===== src/rtl/coletor_sensores.sv =====
// coletor_sensores
//
// Collects one 4-bit reading from each of the four plant sensors over a
// shared bus. It publishes them together as one coherent set for the
// averaging stage.
//
// Ports:
//   clock              rising-edge clock
//   reset              synchronous, active-high
//   inicio             start request, sampled only while idle
//   dado_in[3:0]       shared sensor bus data
//   dado_valido        sensor strobe, dado_in valid in the same cycle
//   sel_sensor[1:0]    addressed sensor (0 temp, 1 pH, 2 lum, 3 umid)
//   pede               request to the addressed sensor (waiting state)
//   temperatura, pH, luminosidade, umidade [3:0]
//                      last complete set
//   enable             one-cycle pulse, a new set is visible
//   ocupado            acquisition in progress or publishing
//   erro               sticky timeout flag
//   contagem_leituras  completed sets, modulo 256
module coletor_sensores #(
  parameter int unsigned TIMEOUT = 15
) (
  input  logic       clock,
  input  logic       reset,
  input  logic       inicio,
  input  logic [3:0] dado_in,
  input  logic       dado_valido,
  output logic [1:0] sel_sensor,
  output logic       pede,
  output logic [3:0] temperatura,
  output logic [3:0] pH,
  output logic [3:0] luminosidade,
  output logic [3:0] umidade,
  output logic       enable,
  output logic       ocupado,
  output logic       erro,
  output logic [7:0] contagem_leituras
);

  typedef enum logic [1:0] {
    OCIOSO = 2'd0,
    ESPERA = 2'd1,
    PRONTO = 2'd2
  } state_t;

  localparam logic [7:0] TIMEOUT_W = TIMEOUT[7:0];

  state_t     state_q, state_d;
  logic [1:0] sel_q, sel_d;
  logic [7:0] cnt_q, cnt_d;
  logic       erro_q, erro_d;
  logic [7:0] sets_q, sets_d;
  // Shadow copies of sensors 0..2. Sensor 3 goes straight to the visible
  // output because its capture edge is also the publish edge.
  logic [3:0] sh0_q, sh0_d, sh1_q, sh1_d, sh2_q, sh2_d;
  logic [3:0] temp_q, temp_d, ph_q, ph_d, lum_q, lum_d, umid_q, umid_d;

  logic       timeout_hit;

  // A strobe on the same cycle wins over the timeout.
  assign timeout_hit = !dado_valido && ((cnt_q + 8'd1) == TIMEOUT_W);

  // State register and datapath registers.
  // NOTE: sequential state is written with non-blocking assignments so every
  // register samples the pre-edge values of the others.
  always_ff @(posedge clock) begin
    if (reset) begin
      state_q <= OCIOSO;
      sel_q   <= 2'd0;
      cnt_q   <= 8'd0;
      erro_q  <= 1'b0;
      sets_q  <= 8'd0;
      // NOTE: the shadow registers are explicitly cleared too, so a reset in
      // mid-acquisition leaves no stale partial set behind.
      sh0_q   <= 4'd0;
      sh1_q   <= 4'd0;
      sh2_q   <= 4'd0;
      temp_q  <= 4'd0;
      ph_q    <= 4'd0;
      lum_q   <= 4'd0;
      umid_q  <= 4'd0;
    end else begin
      state_q <= state_d;
      sel_q   <= sel_d;
      cnt_q   <= cnt_d;
      erro_q  <= erro_d;
      sets_q  <= sets_d;
      sh0_q   <= sh0_d;
      sh1_q   <= sh1_d;
      sh2_q   <= sh2_d;
      temp_q  <= temp_d;
      ph_q    <= ph_d;
      lum_q   <= lum_d;
      umid_q  <= umid_d;
    end
  end

  // Next-state logic.
  // NOTE: every combinational output gets a default first, so no path can
  // leave it unassigned and infer a latch.
  always_comb begin
    state_d = state_q;
    unique case (state_q)
      OCIOSO: if (inicio) state_d = ESPERA;
      ESPERA: begin
        if (dado_valido) begin
          if (sel_q == 2'd3) state_d = PRONTO;
        end else if (timeout_hit) begin
          state_d = OCIOSO;
        end
      end
      PRONTO:  state_d = OCIOSO;
      default: state_d = OCIOSO;
    endcase
  end

  // Datapath next values. The last capture also loads all four visible
  // readings at once, so the outputs never show a mixed set.
  always_comb begin
    sel_d  = sel_q;
    cnt_d  = cnt_q;
    erro_d = erro_q;
    sets_d = sets_q;
    sh0_d  = sh0_q;
    sh1_d  = sh1_q;
    sh2_d  = sh2_q;
    temp_d = temp_q;
    ph_d   = ph_q;
    lum_d  = lum_q;
    umid_d = umid_q;

    if (state_q == OCIOSO && inicio) begin
      sel_d  = 2'd0;
      cnt_d  = 8'd0;
      erro_d = 1'b0;
    end else if (state_q == ESPERA) begin
      if (dado_valido) begin
        cnt_d = 8'd0;
        unique case (sel_q)
          2'd0: sh0_d = dado_in;
          2'd1: sh1_d = dado_in;
          2'd2: sh2_d = dado_in;
          2'd3: begin
            temp_d = sh0_q;
            ph_d   = sh1_q;
            lum_d  = sh2_q;
            umid_d = dado_in;
            sets_d = sets_q + 8'd1;
          end
          default: ;
        endcase
        if (sel_q != 2'd3) sel_d = sel_q + 2'd1;
      end else begin
        cnt_d = cnt_q + 8'd1;
        if (timeout_hit) erro_d = 1'b1;
      end
    end
  end

  // Outputs decoded from registered state.
  always_comb begin
    pede    = (state_q == ESPERA);
    ocupado = (state_q == ESPERA) || (state_q == PRONTO);
    enable  = (state_q == PRONTO);
  end

  assign sel_sensor        = sel_q;
  assign erro              = erro_q;
  assign contagem_leituras = sets_q;
  assign temperatura       = temp_q;
  assign pH                = ph_q;
  assign luminosidade      = lum_q;
  assign umidade           = umid_q;

endmodule


===== config.mk =====
export PLATFORM = sky130hd
export DESIGN_NAME = coletor_sensores
export DESIGN_NICKNAME = d
export VERILOG_FILES = /design/src/rtl/coletor_sensores.sv
export SDC_FILE = /design/constraint.sdc
export NUM_CORES = 1
export LEC_CHECK = 0
export ABC_AREA = 1
export CORE_ASPECT_RATIO = 0.7
export CORE_MARGIN = 8
export CORE_UTILIZATION = 35
export CTS_CLUSTER_DIAMETER = 80
export DETAILED_ROUTE_END_ITERATION = 6
export PLACE_DENSITY_LB_ADDON = 0.05
export SYNTH_ARGS = -nofsm -noshare
export SYNTH_HDL_FRONTEND = slang
export SYNTH_SLANG_ARGS = --single-unit

===== constraint.sdc =====
create_clock -name clock -period 1.6 [get_ports clock]
set_input_delay 0.32 -clock clock [delete_from_list [all_inputs] [get_ports clock]]
set_output_delay 0.32 -clock clock [all_outputs]
set_load 0.005 [all_outputs]

==> flow_results.xml <==
<?xml version="1.0" encoding="UTF-8"?>
<metrics>
  <group name="routing">
    <metric name="viasPerCell" unit="">4.62</metric>
    <metric name="drt-wirelength-per-cell" unit="um">12.6</metric>
    <metric name="drc_errors" unit="">0</metric>
    <metric name="detail_route.wirelength" unit="um">5490</metric>
    <metric name="final_antenna_net_count" unit="">0</metric>
    <metric name="detail_route.first_pass.iterations" unit="">4</metric>
    <metric name="drt_iter0_markers" unit="">83</metric>
    <metric name="vias" unit="">2003</metric>
  </group>
  <group name="sta">
    <metric name="max_slew_margin" unit="%">79.4</metric>
    <metric name="worstMarginPinSlew" unit="ns">0.308</metric>
    <metric name="post-route-min-period" unit="ns">1.60</metric>
    <metric name="timing.final.setup_violations" unit="">1</metric>
    <metric name="hold_viol_final" unit="">0</metric>
    <metric name="layout_worst_path_cycle_share" unit="%">100</metric>
    <metric name="max_clock_freq" unit="GHz">0.624</metric>
    <metric name="fin_skew" unit="ns">0.00246</metric>
    <metric name="final_critical_path_setup_slack" unit="ns">-0.00133</metric>
    <metric name="rsz0062_at_grt" unit="">true</metric>
    <metric name="finalSetupTns" unit="ns">-0.00133</metric>
    <metric name="max_slew_violation_count" unit="">0</metric>
  </group>
  <group name="run">
    <metric name="cap_violations" unit="">0</metric>
  </group>
  <group name="global_routing">
    <metric name="use_met3" unit="%">4.51</metric>
    <metric name="number_of_global_route_vias_before_repair" unit="">1821</metric>
    <metric name="global_route_wire_length_before_repair" unit="um">8750</metric>
    <metric name="top_usage_layer" unit="">met1</metric>
    <metric name="met2_usage" unit="%">17.4</metric>
    <metric name="globalRouteOverflowTotal" unit="">0</metric>
    <metric name="initial_antenna_violation_count" unit="">0</metric>
    <metric name="grtUsageMet1" unit="%">17.4</metric>
    <metric name="combined_global_route_utilization_of_all_metal_layers" unit="%">12.5</metric>
    <metric name="grt_max_degree" unit="">33</metric>
  </group>
  <group name="final_layout">
    <metric name="finalNetCount" unit="">376</metric>
    <metric name="final_cells" unit="">434</metric>
    <metric name="register_area" unit="sq um">1000</metric>
    <metric name="final.fill_count" unit="">552</metric>
    <metric name="area.growth.synth_to_final" unit="%">48.4</metric>
    <metric name="antenna-diode-count" unit="">0</metric>
    <metric name="final_core_utilization" unit="%">54.6</metric>
    <metric name="multiInputGateArea" unit="sq um">1170</metric>
    <metric name="share_of_final_layout_standard_cells_stronger_than_drive_strength_1" unit="%">30.1</metric>
  </group>
  <group name="floorplan">
    <metric name="chipWidth" unit="um">109</metric>
    <metric name="num_io_pins" unit="">38</metric>
    <metric name="num_rows" unit="">23</metric>
    <metric name="fp.dieArea" unit="sq um">8900</metric>
    <metric name="chipHeight" unit="um">81.4</metric>
    <metric name="core-area" unit="sq um">5810</metric>
    <metric name="floorplan.initialDensity" unit="%">36.8</metric>
  </group>
  <group name="worst_setup_path">
    <metric name="worst_setup_path_endpoint" unit="">contagem_leituras[7]</metric>
    <metric name="wp_data_required" unit="ns">1.80</metric>
    <metric name="crit_path_max_fanout" unit="">4</metric>
    <metric name="r2r_setup_slack" unit="ns">-0.001</metric>
    <metric name="worst_setup_path_end_kind" unit="">flip-flop</metric>
    <metric name="cp-start-kind" unit="">flip-flop</metric>
    <metric name="r2r-start" unit="">state_q[1]</metric>
    <metric name="arrival" unit="ns">1.80</metric>
    <metric name="startpoint" unit="">state_q[1]</metric>
    <metric name="setup.worst_path.class" unit="">reg2reg</metric>
    <metric name="r2r-end" unit="">contagem_leituras[7]</metric>
    <metric name="reg2regPathDepth" unit="">8</metric>
  </group>
  <group name="synth">
    <metric name="ranking_of_synthesized_cells_by_area" unit="">sky130_fd_sc_hd__dfxtp_1 46%, sky130_fd_sc_hd__nor2_1 13%, sky130_fd_sc_hd__o21ai_0 7.7%</metric>
    <metric name="netlist-cell-type-count" unit="">28</metric>
    <metric name="synthesis.area" unit="sq um">2140</metric>
    <metric name="synth_area_per_cell" unit="sq um">7.42</metric>
    <metric name="share_of_yosys_cell_area_claimed_by_the_top_area_cell_type" unit="%">45.9</metric>
    <metric name="synth_nets" unit="">306</metric>
    <metric name="post-synth-top-area-cell" unit="">sky130_fd_sc_hd__dfxtp_1</metric>
    <metric name="postSynthRegisterBits" unit="">49</metric>
    <metric name="synth-warning-count" unit="">0</metric>
    <metric name="synthesis.instances" unit="">288</metric>
    <metric name="share_of_the_yosys_chip_area_belonging_to_registers" unit="%">45.9</metric>
  </group>
  <group name="clock_tree">
    <metric name="cts.sinks" unit="">49</metric>
    <metric name="clkTransAtPathRegs" unit="ns">0.09</metric>
    <metric name="ctsLongestPathBuffers" unit="">2</metric>
    <metric name="clock_insertion_delay_worst_skew" unit="ns">0.30</metric>
    <metric name="tritoncts_clock_tree" unit="">built</metric>
    <metric name="clk_root_buffer_cell" unit="">sky130_fd_sc_hd__clkbuf_8</metric>
    <metric name="cts_htree_levels" unit="">2</metric>
    <metric name="cts-buffers-inserted" unit="">5</metric>
  </group>
  <group name="worst_hold_path">
    <metric name="hold_crit_class" unit="">reg2reg</metric>
  </group>
  <group name="pwr">
    <metric name="irDropWorstVdd" unit="mV">0.404</metric>
    <metric name="pwr_density_cell" unit="nW/um^2">801</metric>
    <metric name="leakagePower" unit="uW">0.00136</metric>
  </group>
  <group name="place">
    <metric name="hpwl_after_detailed_placement" unit="um">3680</metric>
    <metric name="gp_congestion" unit="">0.829</metric>
    <metric name="placedCellCount" unit="">415</metric>
    <metric name="buffer_ports.inserted" unit="">37</metric>
    <metric name="dpl_worst_slack" unit="ns">-0.330</metric>
  </group>
  <group name="status">
    <metric name="status" unit="">complete, but fails checks</metric>
    <metric name="failed_checks" unit="">negative setup slack</metric>
  </group>
</metrics>
-- worst max-delay path: stages, from the launching register on --
cell and delay, ns:
sky130_fd_sc_hd__dfxtp_2 0.33, sky130_fd_sc_hd__inv_2 0.10, sky130_fd_sc_hd__ha_4 0.16, sky130_fd_sc_hd__nand2_4 0.06
sky130_fd_sc_hd__nor3_4 0.25, sky130_fd_sc_hd__nand3_2 0.16, sky130_fd_sc_hd__nor3_4 0.19, sky130_fd_sc_hd__and3_1 0.20
sky130_fd_sc_hd__nor3_2 0.04
-- flip-flops by register name (all words and copies together) (netlist names) --
signal	cells
pH	4
sh0_q	4
contagem_leituras	8
sel_sensor	2
umidade	4
erro	1
sh2_q	4
temperatura	4
state_q	2
sh1_q	4
luminosidade	4
cnt_q	8
-- cells in the mapped netlist --
master,count
sky130_fd_sc_hd__dfxtp_1,49
sky130_fd_sc_hd__a2bb2oi_1,1
sky130_fd_sc_hd__nor3_1,2
sky130_fd_sc_hd__ha_1,10
sky130_fd_sc_hd__nor2_2,3
sky130_fd_sc_hd__buf_2,2
sky130_fd_sc_hd__nor3_4,1
sky130_fd_sc_hd__nor2_4,1
sky130_fd_sc_hd__nand2_2,3
sky130_fd_sc_hd__nand3b_1,1
sky130_fd_sc_hd__clkbuf_1,3
sky130_fd_sc_hd__inv_1,26
sky130_fd_sc_hd__nand3_2,2
sky130_fd_sc_hd__clkinv_1,1
sky130_fd_sc_hd__nand4_1,1
sky130_fd_sc_hd__nor3b_1,2
sky130_fd_sc_hd__o21ai_1,1
sky130_fd_sc_hd__o21a_1,2
sky130_fd_sc_hd__nand2_1,35
sky130_fd_sc_hd__a21oi_1,15
sky130_fd_sc_hd__inv_2,4
sky130_fd_sc_hd__o21ai_0,33
sky130_fd_sc_hd__and3_1,1
sky130_fd_sc_hd__nor2_1,72
sky130_fd_sc_hd__nand3_1,14
sky130_fd_sc_hd__o21bai_1,1
sky130_fd_sc_hd__nor3_2,1
sky130_fd_sc_hd__clkbuf_2,1
-- layout by cell type, fill, tap and decap left out, types with 4 or more instances in the layout --
cell type and instances:
sky130_fd_sc_hd__a21oi_1 14, sky130_fd_sc_hd__buf_4 26, sky130_fd_sc_hd__clkbuf_8 6, sky130_fd_sc_hd__clkdlybuf4s50_1 32, sky130_fd_sc_hd__dfxtp_1 36, sky130_fd_sc_hd__dfxtp_2 12
sky130_fd_sc_hd__ha_1 7, sky130_fd_sc_hd__inv_1 20, sky130_fd_sc_hd__inv_2 10, sky130_fd_sc_hd__nand2_1 29, sky130_fd_sc_hd__nand2_2 7, sky130_fd_sc_hd__nand3_1 10
sky130_fd_sc_hd__nand3_2 6, sky130_fd_sc_hd__nor2_1 62, sky130_fd_sc_hd__nor2_2 11, sky130_fd_sc_hd__o21ai_0 24, sky130_fd_sc_hd__o21ai_1 6, sky130_fd_sc_hd__o21ai_2 4
-- what timing repair did --
action                     CTS  global route
gates cloned                 0             1
gates resized for setup     24            65
setup endpoints to repair   36            48
buffers inserted             2             8
hold buffers                 0             0
pin swaps                    2            12
-- cells by family (layout without fill, tap and decap cells) --
| logic type | Yosys count | count (layout) | share of synthesized area, % |
|---|---|---|---|
| simple gates | 139 | 139 | 28.6 |
| buf+inv | 37 | 108 | 6.67 |
| fa+ha+maj | 10 | 10 | 5.85 |
| flops | 49 | 49 | 45.9 |
| compound gates | 53 | 53 | 12.9 |
-- how the worst min path moves through the flow --
stage,from,to,cells after the start
4_1_cts,erro,erro,1
6_report,contagem_leituras[2],contagem_leituras[2],2
5_1_grt,erro,erro,1
3_5_place_dp,erro,erro,1
3_3_place_gp,erro,erro,1
2_1_floorplan,reset,state_q[0],1
-- cell type report --
class                      count  share of cell area [%]
inverter                      31                    3.91
multi-input combinational    202                    36.9
clock inverter                 2                    1.18
clock buffer                   6                    2.60
timing repair buffer          69                    20.9
sequential                    49                    31.5
tap                           75                    2.96
-- per-layer routing --
metal	wire length [um]	vias to the layer above	part of all wire, %
met4	39	0	0.71
met1	2850	908	52
li1	-	1060	-
met3	348	2	6.3
met5	0	-	0
met2	2250	33	41
-- power breakdown --
part	internal, uW	switching (uW)
Combinational	179	176
Clock	509	423
Sequential	1240	14.3
-- per-stage QoR --
stage / hold slack, ns / cell area (sq um) / total power [uW]
6_report: 0.475 / 3170 / 2540
5_1_grt: 0.498 / 3170 / 2680
4_1_cts: 0.482 / 2930 / 2540
3_5_place_dp: 0.459 / 2750 / 1580
3_3_place_gp: 0.451 / 2750 / 1590
2_1_floorplan: 0.389 / 2140 / 1410
Note: power is estimated with default switching activity, not from simulation.
